`src/rtl/seven_seg_scan_if.sv`:
```
// Seven-segment scanner bus: captured display inputs from the register block, pin-level outputs.
// Pure signal bundle; no flow control, load is a single-cycle strobe.
interface seven_seg_scan_if #(
  parameter int NUM_DIGITS = 4
);
  logic [4*NUM_DIGITS-1:0] value_in;
  logic [NUM_DIGITS-1:0]   dp_in;
  logic [NUM_DIGITS-1:0]   blank_in;
  logic                    load;
  logic [6:0]              segments_out;
  logic                    dp_out;
  logic [NUM_DIGITS-1:0]   digit_en;
  logic                    frame_done;

  modport master (
    output value_in, dp_in, blank_in, load,
    input  segments_out, dp_out, digit_en, frame_done
  );

  modport slave (
    input  value_in, dp_in, blank_in, load,
    output segments_out, dp_out, digit_en, frame_done
  );
endinterface

```
`src/rtl/seven_seg_scan.sv`:
```
// Time-multiplexed hex seven-segment driver with blank interval and frame-synchronous update.
// Outputs registered, one cycle behind scan state; no backpressure, load is always accepted.
module seven_seg_scan #(
  parameter int NUM_DIGITS     = 4,
  parameter int SCAN_DIV       = 1000,
  parameter int BLANK_CYCLES   = 8,
  parameter int SEG_ACTIVE_LOW = 0,
  parameter int DIG_ACTIVE_LOW = 0
) (
  input logic             clk,
  input logic             reset,
  seven_seg_scan_if.slave bus
);

  localparam int CW = (SCAN_DIV > 1) ? $clog2(SCAN_DIV) : 1;
  localparam int IW = (NUM_DIGITS > 1) ? $clog2(NUM_DIGITS) : 1;
  localparam logic [CW-1:0] CNT_LAST = CW'(SCAN_DIV - 1);
  localparam logic [IW-1:0] IDX_LAST = IW'(NUM_DIGITS - 1);
  localparam logic SEG_INV = (SEG_ACTIVE_LOW != 0);
  localparam logic DIG_INV = (DIG_ACTIVE_LOW != 0);
  localparam logic [6:0] SEG_OFF = {7{SEG_INV}};
  localparam logic [NUM_DIGITS-1:0] DIG_OFF = {NUM_DIGITS{DIG_INV}};

  typedef enum logic {PH_BLANK, PH_DRIVE} phase_t;
  localparam phase_t PH_RESET = (BLANK_CYCLES > 0) ? PH_BLANK : PH_DRIVE;

  function automatic logic [6:0] decode(input logic [3:0] nib);
    case (nib)
      4'h0: decode = 7'b0111111;
      4'h1: decode = 7'b0000110;
      4'h2: decode = 7'b1011011;
      4'h3: decode = 7'b1001111;
      4'h4: decode = 7'b1100110;
      4'h5: decode = 7'b1101101;
      4'h6: decode = 7'b1111101;
      4'h7: decode = 7'b0000111;
      4'h8: decode = 7'b1111111;
      4'h9: decode = 7'b1101111;
      4'hA: decode = 7'b1110111;
      4'hB: decode = 7'b1111100;
      4'hC: decode = 7'b0111001;
      4'hD: decode = 7'b1011110;
      4'hE: decode = 7'b1111001;
      default: decode = 7'b1110001;
    endcase
  endfunction

  logic [CW-1:0]           cnt_q, cnt_nxt;
  logic [IW-1:0]           idx_q, idx_nxt;
  phase_t                  phase_q, phase_nxt;
  logic                    frame_wrap;
  logic [4*NUM_DIGITS-1:0] disp_val_q, pend_val_q;
  logic [NUM_DIGITS-1:0]   disp_dp_q, pend_dp_q;
  logic [NUM_DIGITS-1:0]   disp_blank_q, pend_blank_q;
  logic                    pend_vld_q;
  logic [3:0]              cur_nib;
  logic                    cur_dp, cur_blank;
  logic [NUM_DIGITS-1:0]   onehot;
  logic [6:0]              seg_q;
  logic                    dp_q;
  logic [NUM_DIGITS-1:0]   en_q;
  logic                    frame_done_q;

  always_comb begin
    frame_wrap = (cnt_q == CNT_LAST) && (idx_q == IDX_LAST);
    cnt_nxt    = (cnt_q == CNT_LAST) ? '0 : cnt_q + 1'b1;
    idx_nxt    = idx_q;
    if (cnt_q == CNT_LAST)
      idx_nxt = (idx_q == IDX_LAST) ? '0 : idx_q + 1'b1;
    // Phase register tracks the counter value it will hold next cycle.
    phase_nxt = (int'(cnt_nxt) < BLANK_CYCLES) ? PH_BLANK : PH_DRIVE;
    cur_nib   = disp_val_q[{idx_q, 2'b00} +: 4];
    cur_dp    = disp_dp_q[idx_q];
    cur_blank = disp_blank_q[idx_q];
    onehot         = '0;
    onehot[idx_q]  = 1'b1;
  end

  always_ff @(posedge clk or posedge reset) begin
    if (reset) begin
      cnt_q        <= '0;
      idx_q        <= '0;
      phase_q      <= PH_RESET;
      en_q         <= DIG_OFF;
      seg_q        <= SEG_OFF;
      dp_q         <= SEG_INV;
      frame_done_q <= 1'b0;
    end else begin
      cnt_q        <= cnt_nxt;
      idx_q        <= idx_nxt;
      phase_q      <= phase_nxt;
      frame_done_q <= frame_wrap;
      if (phase_q == PH_DRIVE) begin
        en_q <= onehot ^ DIG_OFF;
        if (cur_blank) begin
          seg_q <= SEG_OFF;
          dp_q  <= SEG_INV;
        end else begin
          seg_q <= decode(cur_nib) ^ SEG_OFF;
          dp_q  <= cur_dp ^ SEG_INV;
        end
      end else begin
        en_q  <= DIG_OFF;
        seg_q <= SEG_OFF;
        dp_q  <= SEG_INV;
      end
    end
  end

  // Display only changes on the frame-wrap edge; a load in that same cycle skips pending.
  always_ff @(posedge clk or posedge reset) begin
    if (reset) begin
      disp_val_q   <= '0;
      disp_dp_q    <= '0;
      disp_blank_q <= '0;
      pend_val_q   <= '0;
      pend_dp_q    <= '0;
      pend_blank_q <= '0;
      pend_vld_q   <= 1'b0;
    end else if (bus.load && frame_wrap) begin
      disp_val_q   <= bus.value_in;
      disp_dp_q    <= bus.dp_in;
      disp_blank_q <= bus.blank_in;
      pend_vld_q   <= 1'b0;
    end else if (frame_wrap && pend_vld_q) begin
      disp_val_q   <= pend_val_q;
      disp_dp_q    <= pend_dp_q;
      disp_blank_q <= pend_blank_q;
      pend_vld_q   <= 1'b0;
    end else if (bus.load) begin
      pend_val_q   <= bus.value_in;
      pend_dp_q    <= bus.dp_in;
      pend_blank_q <= bus.blank_in;
      pend_vld_q   <= 1'b1;
    end
  end

  assign bus.segments_out = seg_q;
  assign bus.dp_out       = dp_q;
  assign bus.digit_en     = en_q;
  assign bus.frame_done   = frame_done_q;

endmodule

```
`src/flat_wrapper.sv`:
```
// flat-port wrapper written by rule: the top's interface ports become plain ports
module seven_seg_scan_flat 
#(
  parameter int NUM_DIGITS     = 4,
  parameter int SCAN_DIV       = 1000,
  parameter int BLANK_CYCLES   = 8,
  parameter int SEG_ACTIVE_LOW = 0,
  parameter int DIG_ACTIVE_LOW = 0
)
  (clk, reset, bus_value_in, bus_dp_in, bus_blank_in, bus_load, bus_segments_out, bus_dp_out, bus_digit_en, bus_frame_done);
  seven_seg_scan_if #(.NUM_DIGITS(NUM_DIGITS)) bus_i ();
  input logic clk;
  input logic reset;
  input wire logic [$bits(bus_i.value_in)-1:0] bus_value_in;
  input wire logic [$bits(bus_i.dp_in)-1:0] bus_dp_in;
  input wire logic [$bits(bus_i.blank_in)-1:0] bus_blank_in;
  input wire logic [$bits(bus_i.load)-1:0] bus_load;
  output wire logic [$bits(bus_i.segments_out)-1:0] bus_segments_out;
  output wire logic [$bits(bus_i.dp_out)-1:0] bus_dp_out;
  output wire logic [$bits(bus_i.digit_en)-1:0] bus_digit_en;
  output wire logic [$bits(bus_i.frame_done)-1:0] bus_frame_done;
  assign bus_i.value_in = bus_value_in;
  assign bus_i.dp_in = bus_dp_in;
  assign bus_i.blank_in = bus_blank_in;
  assign bus_i.load = bus_load;
  assign bus_segments_out = bus_i.segments_out;
  assign bus_dp_out = bus_i.dp_out;
  assign bus_digit_en = bus_i.digit_en;
  assign bus_frame_done = bus_i.frame_done;
  seven_seg_scan #(.NUM_DIGITS(NUM_DIGITS), .SCAN_DIV(SCAN_DIV), .BLANK_CYCLES(BLANK_CYCLES), .SEG_ACTIVE_LOW(SEG_ACTIVE_LOW), .DIG_ACTIVE_LOW(DIG_ACTIVE_LOW)) u_core (.clk(clk), .reset(reset), .bus(bus_i));
endmodule
```
`config.mk`:
```
export PLATFORM = sky130hd
export DESIGN_NAME = seven_seg_scan_flat
export DESIGN_NICKNAME = d
export VERILOG_FILES = /design/src/rtl/seven_seg_scan_if.sv /design/src/rtl/seven_seg_scan.sv /design/src/flat_wrapper.sv
export SDC_FILE = /design/constraint.sdc
export NUM_CORES = 1
export LEC_CHECK = 0
export CAP_MARGIN = 20
export CORE_MARGIN = 3
export CORE_UTILIZATION = 52
export CTS_CLUSTER_SIZE = 16
export DETAILED_ROUTE_END_ITERATION = 16
export DONT_BUFFER_PORTS = 1
export MAX_ROUTING_LAYER = met4
export PLACE_DENSITY = 0.72
export SYNTH_ARGS = -nofsm -noshare
export SYNTH_HDL_FRONTEND = slang
export SYNTH_SLANG_ARGS = --single-unit
```
`constraint.sdc`:
```
create_clock -name clk -period 4.1 [get_ports clk]
set_clock_uncertainty 0.05 [all_clocks]
set_input_delay 0.82 -clock clk [delete_from_list [all_inputs] [get_ports clk]]
set_output_delay 0.82 -clock clk [all_outputs]
set_load 0.01 [all_outputs]
```
==> impl_metrics.env <==
export IMPL_yosysWarnings=0
export IMPL_whs_ns=0.179
export IMPL_yosys_register_bits=75
export IMPL_min_path_type="input pin to async pin"
export IMPL_cellLeakagePower_uw=0.00159
export IMPL_ir_drop_mv=0.310
export IMPL_syn_inst=298
export IMPL_regArea_um2=1880
export IMPL_worstSetupPathType="flop to flop"
export IMPL_fin_crit_ns=2.66
export IMPL_dr_pass1_iters=4
export IMPL_avgSynthCellArea_um2=11.9
export IMPL_cts_buffers=9
export IMPL_reg2reg_slack_ns=1.44
export IMPL_syn_cell_area_um2=3530
export IMPL_yosysTopAreaCellShare_pct=53.1
export IMPL_cts_buffer_depth=2
export IMPL_cp_slowest_cell="or4_2"
export IMPL_finalMaxSlewViolations=0
export IMPL_multi_input_area_um2=1500
export IMPL_finalNetCount=336
export IMPL_path_buf_inv=0
export IMPL_row_count=29
export IMPL_grt_usage_pct=18.1
export IMPL_synth_commonest_cells="75 x dfrtp_1, 29 x nand2_1, 25 x o22ai_1, 24 x mux2_2, 20 x nor2_1"
export IMPL_startpoint_type="flop"
export IMPL_synth_edf_count=0
export IMPL_io_pins=40
export IMPL_drv_cap=0
export IMPL_drc=0
export IMPL_chipHeight_um=88.4
export IMPL_finalSetupTns_ns=0
export IMPL_cts_hold_buf=0
export IMPL_critPathMaxStageDelay_ns=1.09
export IMPL_worst_ep_required_time_ns=4.26
export IMPL_fmax_ghz=0.376
export IMPL_path_cells="ha_1, nand2_1, or4_2, nand2_1, o21ai_2"
export IMPL_cts_root_buffer="clkbuf_8"
export IMPL_dr_total_vias=2212
export IMPL_fp_coreArea_um2=6460
export IMPL_cp_arrival_ns=2.82
export IMPL_worst_slew_pin_slew_ns=0.985
export IMPL_cts_tree="done"
export IMPL_outcome="complete, no violations"
export IMPL_grt_pass1_vias=2166
export IMPL_die_area_um2=7820
export IMPL_wl_per_cell_um=16.1
export IMPL_worst_r2r_path_depth=5
export IMPL_clock_latency_ns=0.35
export IMPL_routed_wl_mm=6.09
export IMPL_grt_max_degree=49
export IMPL_finalHoldViolCount=0
export IMPL_initialDrtViolationCount=87
export IMPL_critPathMaxFanout=46
export IMPL_ys_seq_area_share_pct=53.1
export IMPL_postPlaceCellArea_um2=3540
export IMPL_area_growth_syn_to_layout_pct=6.16
export IMPL_cp_top_family="simple AND/OR/NAND/NOR gates"
export IMPL_n_fill_cell=549
export IMPL_routabilityCongestion=0.873
export IMPL_power_density_nw_per_um2=381
export IMPL_path_common_cell="nand2_1"
export IMPL_rsz0062_at_grt="false"
export IMPL_ant_nets=0
export IMPL_yosysMostFrequentCell="dfrtp_1"
export IMPL_port_buffers=0
export IMPL_cts_setup_buffers=0
export IMPL_r2r_end="u_core.disp_val_q[6]$_DFFE_PP0N_"
export IMPL_slew_headroom_pct=34.1
export IMPL_synth_area_leaders="dfrtp_1 53%, mux2_2 7.6%, mux4_2 4.5%"
export IMPL_viasPerCell=5.84
export IMPL_synth_nets=336
export IMPL_antenna_found_initial=0
export IMPL_initial_utilization_pct=54.7
export IMPL_yosysTopAreaCell="dfrtp_1"
export IMPL_drive_gt1_share_pct=24.2
export IMPL_period_share_pct=64.8
export IMPL_grt_pass1_wl_mm=10.5
export IMPL_cts_sinks=75
export IMPL_path_clk_slew_ns=0.08
export IMPL_diodes=0
export IMPL_endpoint_kind="flop"
export IMPL_hpwlAfterDp_mm=4.32
export IMPL_ys_types=39
export IMPL_grt_overflow=0
export IMPL_ys_flop_type="dfrtp_1"
export IMPL_die_x_um=88.4
export IMPL_r2r_start="u_core.idx_q[0]$_DFFE_PP0N_"
export IMPL_setup_violations_final=0
export IMPL_htree_levels=3
export IMPL_post_cts_resized=0
export IMPL_ys_async_sr_fraction_pct=100
export IMPL_fin_area_um2=3750
[power by group]
part,switching [uW],internal [uW]
logic,61.1,54.8
clock network,256,250
registers,25.3,783
total,342,1090
[flip-flops by register name (all words and copies together), names as in the netlist]
register and flops:
u_core.bus.digit_en 4, u_core.phase_q 1, u_core.pend_blank_q 4, u_core.bus.frame_done 1
u_core.bus.segments_out 7, u_core.cnt_q 10, u_core.idx_q 2, u_core.disp_dp_q 4
u_core.bus.dp_out 1, u_core.disp_blank_q 4, u_core.pend_val_q 16, u_core.pend_dp_q 4
u_core.pend_vld_q 1, u_core.disp_val_q 16
[layout by cell type (no fill, tap or decap), types with 6 or more instances in the layout]
master,netlist,routed
clkbuf_8,0,11
o21ai_2,17,17
dfrtp_1,75,75
nand3_1,6,6
inv_1,11,10
and2_1,8,8
o21ai_1,6,6
o21ai_0,8,8
nand2_1,29,29
nor2_1,20,20
mux4_2,7,7
mux2_2,24,24
o22ai_1,25,25
ha_1,11,11
[worst max path at each step]
stage / end / start / cells past startpoint / slack [ns]
floorplan: u_core.bus.digit_en[0]$_DFF_PP0_ / reset / 1 / 1.32
global placement: u_core.pend_val_q[7]$_DFFE_PP0P_ / u_core.cnt_q[0]$_DFF_PP0_ / 6 / 1.49
detailed placement: u_core.disp_val_q[6]$_DFFE_PP0N_ / u_core.idx_q[0]$_DFFE_PP0N_ / 5 / 1.43
CTS: u_core.disp_val_q[6]$_DFFE_PP0N_ / u_core.idx_q[0]$_DFFE_PP0N_ / 5 / 1.42
global route: u_core.disp_val_q[10]$_DFFE_PP0N_ / u_core.idx_q[0]$_DFFE_PP0N_ / 5 / 1.23
finish: u_core.disp_val_q[6]$_DFFE_PP0N_ / u_core.idx_q[0]$_DFFE_PP0N_ / 5 / 1.44
[final cells by class]
class,instances,share of cell area (%)
flip-flops and latches,75,50.0
multi-input cells,196,40.1
clock buffers,12,4.14
well taps,77,2.57
repair buffers,4,1.33
inverters,12,1.20
clock inverters,3,0.634
[cells by family (layout without fill, tap and decap cells)]
group / count (synthesis) / count (layout) / share of synthesized area (%)
and+or+nand+nor: 80 / 80 / 11.7
DFF: 75 / 75 / 53.1
AOI/OAI and AO/OA: 66 / 66 / 12.8
muxes: 33 / 33 / 12.7
buffers and inverters: 27 / 31 / 4.36
adders and majority gates: 11 / 11 / 3.90
xor gates and xnor gates: 6 / 6 / 1.49
[routing by layer]
layer	global-route usage [%]	wire, um	vias to the layer above
met3	5.21	284	7
li1	-	-	1070
met2	27.5	2940	49
met1	23.5	2800	1086
met4	5.77	67	0
met5	-	0	-
[per-stage QoR]
stage               cells  power (uW)  setup slack, ns  utilization (%)
floorplan             298         913             1.32                -
CTS                   377        1450             1.42             57.5
global route          379        1510             1.23             58.1
global placement      362         934             1.49             54.8
finish                379        1430             1.44             58.1
detailed placement    362         939             1.43             54.8
(Power assumes the default switching activity.)
